File: src/rtl/toy_mem_req_adapter.sv
// rtl/toy_mem_req_adapter.sv - request/response adapter in front of a one-cycle-latency memory
//
// Accepts requests on a valid/ready channel, issues them to a synchronous
// memory in the accept cycle, and returns one response per request, in order,
// through a small response FIFO.
//
// Ports:
//   clk, rst                 clock, asynchronous active-high reset
//   req_vld/req_rdy          request handshake
//   req_addr, req_wr_en      request address and direction
//   req_wr_data, req_wr_byte_en  write payload and byte lanes
//   rsp_vld/rsp_rdy          response handshake
//   rsp_data, rsp_is_wr      response payload (0 data for writes)
//   mem_en, mem_addr, mem_wr_en, mem_wr_data, mem_wr_byte_en  memory command
//   mem_rd_data              memory read data, valid the cycle after mem_en
module toy_mem_req_adapter #(
  parameter int ADDR_WIDTH = 32,
  parameter int DATA_WIDTH = 32,
  parameter int RSP_DEPTH  = 4
) (
  input  logic                    clk,
  input  logic                    rst,
  input  logic                    req_vld,
  output logic                    req_rdy,
  input  logic [ADDR_WIDTH-1:0]   req_addr,
  input  logic                    req_wr_en,
  input  logic [DATA_WIDTH-1:0]   req_wr_data,
  input  logic [DATA_WIDTH/8-1:0] req_wr_byte_en,
  output logic                    rsp_vld,
  input  logic                    rsp_rdy,
  output logic [DATA_WIDTH-1:0]   rsp_data,
  output logic                    rsp_is_wr,
  output logic                    mem_en,
  output logic [ADDR_WIDTH-1:0]   mem_addr,
  output logic [DATA_WIDTH-1:0]   mem_wr_data,
  output logic [DATA_WIDTH/8-1:0] mem_wr_byte_en,
  output logic                    mem_wr_en,
  input  logic [DATA_WIDTH-1:0]   mem_rd_data
);

  localparam int PTR_W = $clog2(RSP_DEPTH);
  localparam int CNT_W = PTR_W + 1;

  logic                  pend_vld_q, pend_vld_d;
  logic                  pend_wr_q, pend_wr_d;
  logic [PTR_W-1:0]      wr_ptr_q, wr_ptr_d;
  logic [PTR_W-1:0]      rd_ptr_q, rd_ptr_d;
  logic [CNT_W-1:0]      fifo_count_q, fifo_count_d;
  logic [DATA_WIDTH-1:0] data_mem_q [RSP_DEPTH];
  logic [DATA_WIDTH-1:0] data_mem_d [RSP_DEPTH];
  logic [RSP_DEPTH-1:0]  is_wr_mem_q, is_wr_mem_d;

  logic [CNT_W:0]        inflight;
  logic                  accept;
  logic                  push;
  logic                  pop;

  // Ready counts the request sitting in the pending stage as well as the
  // buffered ones, so a FIFO slot is always reserved for every accepted
  // request. It deliberately ignores rsp_rdy to keep the path short.
  always_comb begin
    inflight = {1'b0, fifo_count_q} + {{CNT_W{1'b0}}, pend_vld_q};
    req_rdy  = ~rst & (inflight < (CNT_W+1)'(RSP_DEPTH));
    accept   = req_vld & req_rdy;
    rsp_vld  = (fifo_count_q != '0);
    push     = pend_vld_q;
    pop      = rsp_vld & rsp_rdy;
  end

  always_comb begin
    mem_en         = accept;
    mem_addr       = req_addr;
    mem_wr_en      = req_wr_en;
    mem_wr_data    = req_wr_data;
    mem_wr_byte_en = req_wr_byte_en;
    rsp_data       = data_mem_q[rd_ptr_q];
    rsp_is_wr      = is_wr_mem_q[rd_ptr_q];
  end

  always_comb begin
    pend_vld_d   = accept;
    pend_wr_d    = req_wr_en;
    wr_ptr_d     = wr_ptr_q;
    rd_ptr_d     = rd_ptr_q;
    fifo_count_d = fifo_count_q;
    data_mem_d   = data_mem_q;
    is_wr_mem_d  = is_wr_mem_q;

    if (push) begin
      // Write responses carry no data; the memory's read port is stale then.
      data_mem_d[wr_ptr_q]  = pend_wr_q ? '0 : mem_rd_data;
      is_wr_mem_d[wr_ptr_q] = pend_wr_q;
      wr_ptr_d              = wr_ptr_q + PTR_W'(1);
    end
    if (pop) begin
      rd_ptr_d = rd_ptr_q + PTR_W'(1);
    end

    case ({push, pop})
      2'b10:   fifo_count_d = fifo_count_q + CNT_W'(1);
      2'b01:   fifo_count_d = fifo_count_q - CNT_W'(1);
      default: fifo_count_d = fifo_count_q;
    endcase
  end

  always_ff @(posedge clk or posedge rst) begin
    if (rst) begin
      pend_vld_q   <= 1'b0;
      pend_wr_q    <= 1'b0;
      wr_ptr_q     <= '0;
      rd_ptr_q     <= '0;
      fifo_count_q <= '0;
      is_wr_mem_q  <= '0;
      for (int i = 0; i < RSP_DEPTH; i++) begin
        data_mem_q[i] <= '0;
      end
    end else begin
      pend_vld_q   <= pend_vld_d;
      pend_wr_q    <= pend_wr_d;
      wr_ptr_q     <= wr_ptr_d;
      rd_ptr_q     <= rd_ptr_d;
      fifo_count_q <= fifo_count_d;
      is_wr_mem_q  <= is_wr_mem_d;
      data_mem_q   <= data_mem_d;
    end
  end

endmodule

File: config.mk
export PLATFORM = sky130hd
export DESIGN_NAME = toy_mem_req_adapter
export DESIGN_NICKNAME = d
export VERILOG_FILES = /design/src/rtl/toy_mem_req_adapter.sv
export SDC_FILE = /design/constraint.sdc
export NUM_CORES = 1
export LEC_CHECK = 0
export ABC_AREA = 0
export CAP_MARGIN = 15
export CORE_ASPECT_RATIO = 0.7
export CORE_MARGIN = 4
export CORE_UTILIZATION = 47
export CTS_CLUSTER_DIAMETER = 50
export DETAILED_ROUTE_END_ITERATION = 6
export PLACE_DENSITY = 0.86
export SLEW_MARGIN = 5
export SYNTH_ARGS = -nofsm -noshare
export SYNTH_HDL_FRONTEND = slang
export SYNTH_SLANG_ARGS = --single-unit
export TNS_END_PERCENT = 10
File: constraint.sdc
create_clock -name clk -period 5.36 [get_ports clk]
set_input_delay 0.804 -clock clk [delete_from_list [all_inputs] [get_ports clk]]
set_output_delay 0.804 -clock clk [all_outputs]
set_load 0.05 [all_outputs]
# Yosys cells after proc, flatten, opt, wreduce, memory -nomap -nowiden
# Index checks and enable logic that the tools add are counted.
word_totals:
  in_bits: 105
  output_inout_bits: 105
  elab_cells: 47
  regBits: 141
op_classes:
  n_eq_ne: 2
  bitwise: 6
  reduce_logical: 4
  n_mux: 13
  order_cmp: 7
  addsub: 5
op_table:
  columns: ["op", "n"]
  rows:
  - ["bitwise mux 128 bit", 1]
  - ["2-to-1 mux 32 bit", 4]
  - ["binary-select mux 32 bit (select 2 bit)", 1]
  - ["demux 32 bit (select 2 bit)", 1]
  - ["greater-or-equal comparator 3 bit, second input constant", 2]
  - ["< comparator 2 x 3 -> 1 bit, second input constant", 2]
  - ["NOT 2 -> 3 bit", 2]
  - ["one-hot mux 3 bit (2 select lines)", 1]
  - ["adder 2 x 1 -> 2 bit, second input constant", 2]
  - ["adder 3 x 1 -> 4 bit", 1]
  - ["bitwise mux 4 bit", 1]
  - ["< comparator 4 x 3 -> 1 bit, second input constant", 1]
  - ["adder 3 x 1 -> 3 bit, second input constant", 1]
  - ["bitwise AND 1 bit", 3]
  - ["< comparator 3 x 1 -> 1 bit, second input constant", 1]
  - ["nonzero test 3 bit", 1]
  - ["subtractor 3 x 1 -> 3 bit, second input constant", 1]
  - ["binary-select mux 1 bit (select 2 bit)", 1]
  - ["demux 1 bit (select 2 bit)", 1]
  - ["equality test 2 x 1 -> 1 bit, second input constant", 1]
  - ["equality test 2 bit, second input constant", 1]
  - ["greater-or-equal comparator 2 x 1 -> 1 bit, second input constant", 1]
  - ["logical AND 1 bit", 2]
  - ["2-to-1 mux 1 bit", 2]
  - ["other kinds (2)", 2]

# Depth between registers and ports, before layout
logic_depth:
  ltp_word: 6
  ltp_mapped: 8
  ltp_nobuf: 7

# Worst setup path before layout
# OpenSTA, ideal clock, no wires.
synth_timing:
  path_kind: "input port to output port"
  from: "input rst"
  to: "output mem_en"
  n_path_buf: 0
  arrival_time_ns: 2.649
  required_time_ns: 4.556
  path_slack_ns: 1.907
  cell_stages: 2
  path_cell_list: "a311oi_1 > and2_1"
synth_via:
  elab_chain_len: 3
synth_lines:
  columns: ["item", "line_no", "source"]
  rows:
  - ["from (decl)", "22", "input logic rst,"]
  - ["NOT 1 bit", "63", "req_rdy = ~rst & (inflight < (CNT_W+1)'(RSP_DEPTH));"]
  - ["bitwise AND 1 bit", "63", null]
  - ["bitwise AND 1 bit", "64", "accept = req_vld & req_rdy;"]
  - ["to (decl)", "33", "output logic mem_en,"]
# Every way passes these cells.

# Final worst setup path
layout_timing:
  from: "register rd_ptr_q[0]"
  to: "output rsp_data[19]"
layout_via:
  elab_chain_len: 4
layout_lines:
  columns: ["item", "line_no", "source"]
  rows:
  - ["from (decl)", "47", "logic [PTR_W-1:0] rd_ptr_q, rd_ptr_d;"]
  - ["from (signal assigned)", "121", "rd_ptr_q <= rd_ptr_d;"]
  - ["NOT 2 -> 3 bit (implied by the code)", "76", "rsp_data = data_mem_q[rd_ptr_q];"]
  - ["binary-select mux 32 bit (select 2 bit)", "76", null]
  - ["2-to-1 mux 32 bit (implied by the code) (2 in a row)", "76", null]
  - ["to (decl)", "31", "output logic [DATA_WIDTH-1:0] rsp_data,"]
# Every way passes these cells. The select of a mux whose other input is x is not followed.

==> flow_metrics.py <==
metrics = {
    "outcome": {
        "status": "finished clean",
    },
    "sta": {
        "max_freq_ghz": 0.265,
        "final-setup-viol-count": 0,
        "period_share": 0.704,
        "skew_ns": 0.0106,
        "worst_slew_pin_slew_ns": 0.929,
        "grt_setup_unrepaired": "no",
        "slew_headroom": 0.381,
        "hold_viol_final": 0,
        "drv_slew": 0,
        "tns_ns": 0,
        "fin_crit_ns": 3.77,
    },
    "die": {
        "rows": 36,
        "die_area_sq_um": 16200,
        "die_h_um": 108,
        "ioPinCount": 210,
        "core-area_sq_um": 13900,
        "die_w_um": 150,
        "start_util": 0.480,
    },
    "detailed_routing": {
        "initialDrtViolationCount": 225,
        "via_per_inst": 5.46,
        "drc": 0,
        "post_drt_wl_per_cell_um": 18.2,
        "dr.pass1.iters": 4,
        "ant_nets": 0,
        "vias": 4370,
        "drt_wl_total_um": 14500,
    },
    "logic_synthesis": {
        "synth_area_per_cell_sq_um": 11.0,
        "syn-cell-area_sq_um": 6650,
        "yosys.area.top_type_share": 0.530,
        "synth_top_area_cell": "dfrtp_1",
        "synthTopCellsByArea": "dfrtp_1 53%, o21ai_0 9.6%, mux4_2 9.5%",
        "synthFlopType": "dfrtp_1",
        "synth_edf_count": 0,
        "async_flop_share": 1.00,
        "yosysWarnings": 0,
        "yosysSeqAreaShare": 0.530,
        "yosysMostFrequentCell": "dfrtp_1",
        "ys_ff_latch": 141,
        "synth_nets": 718,
        "synth_cell_type_count": 25,
        "synth_common_cells": "141 x dfrtp_1, 134 x nand2_1, 127 x o21ai_0",
        "synthCells": 607,
    },
    "grt": {
        "antenna_found_initial": 0,
        "grt_pass1_vias": 4707,
        "grt_overflow": 0,
        "grt_pass1_wl_um": 24200,
        "track_usage": 0.193,
        "grt_max_degree": 94,
    },
    "clock_tree": {
        "clockBufferDepth": 2,
        "clk_pin_slew_ns": 0.06,
        "ctsResizeCount": 0,
        "h-tree-depth": 4,
        "postCtsHoldBufs": 0,
        "cts_num_sinks": 141,
        "root_buffer": "clkbuf_16",
        "cts_buffers": 17,
        "cts_tree": "yes",
        "cts_setup_buffers": 0,
        "clk_latency_ns": 0.42,
    },
    "pwr": {
        "ir_worst_vdd_v": 0.000444,
        "fin_total_pwr_mw": 5.68,
        "powerDensity_nw_per_um2": 748,
        "leakagePower_nw": 3.38,
    },
    "place": {
        "portBuffers": 73,
        "place_inst": 763,
        "gp_congestion": 0.782,
        "place_hpwl_um": 9070,
    },
    "setup_path": {
        "cp.arrival_ns": 2.97,
        "crit_cells": 3,
        "worstSetupEndpointType": "primary output",
        "critical_path.max_stage_delay_ns": 0.82,
        "slowest_stage": "dfrtp_2",
        "crit_type": "reg2out",
        "cp.required_ns": 4.56,
        "setup.worst_path.start_class": "flip-flop",
        "path_buf_inv": 2,
        "cp_cell_sequence": "buf_4, mux4_2, clkdlybuf4s50_1",
        "crit_fanout": 22,
        "reg2reg_depth": 5,
        "path_delay_family": "buffers and inverters",
    },
    "worst_hold_path": {
        "min_path_cells": 2,
        "holdCritPathClass": "reg2reg",
    },
    "cells_and_area": {
        "fillers": 1176,
        "area_delta_synth_final_pct": 14.1,
        "num_antenna_cells": 0,
        "finalNonFillerCells": 800,
        "post-route-util": 0.547,
        "nets": 708,
        "drive_above_1_share": 0.126,
    },
    "job": {
        "maxCapViolations": 0,
    },
}
state kept, by name (all words and copies together), names as in the netlist:
register      count
pend_vld_q        1
wr_ptr_q          2
is_wr_mem_q       4
fifo_count_q      3
data_mem_q      128
pend_wr_q         1
rd_ptr_q          2
per-layer routing:
metal | share of wire | track usage
met1 | 0.43 | 0.246
met2 | 0.48 | 0.308
met3 | 0.083 | 0.0707
met4 | 0.012 | 0.0614
met5 | 0 | 0
worst register-to-register path, stage by stage, from the launching register on:
cell     delay, ns
dfrtp_1       0.41
inv_1         0.09
ha_1          0.21
nand2_2       0.46
buf_12        0.28
mux2_2        0.35
cell families after synthesis:
| group | count (synthesis) | share of synthesized area |
|---|---|---|
| mux | 38 | 0.123 |
| buf+inv | 116 | 0.119 |
| fa+ha+maj | 6 | 0.0124 |
| xor+xnor | 6 | 0.00790 |
| compound gates | 131 | 0.0997 |
| simple gates | 169 | 0.108 |
| flops | 141 | 0.530 |
final timing paths:
| check | start | slack (ns) | to |
|---|---|---|---|
| worst max-delay path | rd_ptr_q[0] | 1.59 | rsp_data[19] |
| worst min-delay path | data_mem_q[55] | 0.48 | data_mem_q[55] |
| worst max register to register | wr_ptr_q[0] | 3.45 | is_wr_mem_q[2] |
| worst min register to register | data_mem_q[55] | 0.48 | data_mem_q[55] |
| max in group asynchronous | rst | 3.30 | data_mem_q[53] |
| min in group asynchronous | rst | 0.97 | data_mem_q[123] |
metrics by stage:
stage               worst slack [ns]  area (sq um)  hold slack, ns
floorplan                      0.775          6650           0.442
global placement                1.98          6890           0.454
detailed placement              1.91          6890           0.465
CTS                             1.51          7500           0.479
global route                    1.43          7590           0.494
finish                          1.59          7590           0.477
where the power goes:
group / switching (mW) / internal, mW
registers: 0.399 / 1.57
logic: 1.48 / 1.02
clock network: 0.460 / 0.747
total: 2.34 / 3.34
layout by cell type, fill, tap and decap left out, drive strengths merged, types with 2 or more instances in the layout:
| cell | n |
|---|---|
| nand2b | 32 |
| dfrtp | 141 |
| inv | 9 |
| xor2 | 4 |
| buf | 7 |
| o21ai | 129 |
| ha | 5 |
| mux2 | 4 |
| bufinv | 3 |
| nand2 | 134 |
| clkdlybuf4s50 | 73 |
| clkbuf | 19 |
| clkinv | 7 |
| xnor2 | 2 |
| mux4 | 33 |
cell type report:
type / instances / area (sq um) / share of cell area
multi-input cells: 350 / 2340 / 0.309
repair buffers: 80 / 841 / 0.111
flip-flops and latches: 141 / 3530 / 0.465
clock buffers: 19 / 443 / 0.0583
clock inverters: 13 / 165 / 0.0217
inverters: 7 / 31.3 / 0.00412
well taps: 190 / 238 / 0.0313
No activity file was read; power rests on OpenSTA's default activity.
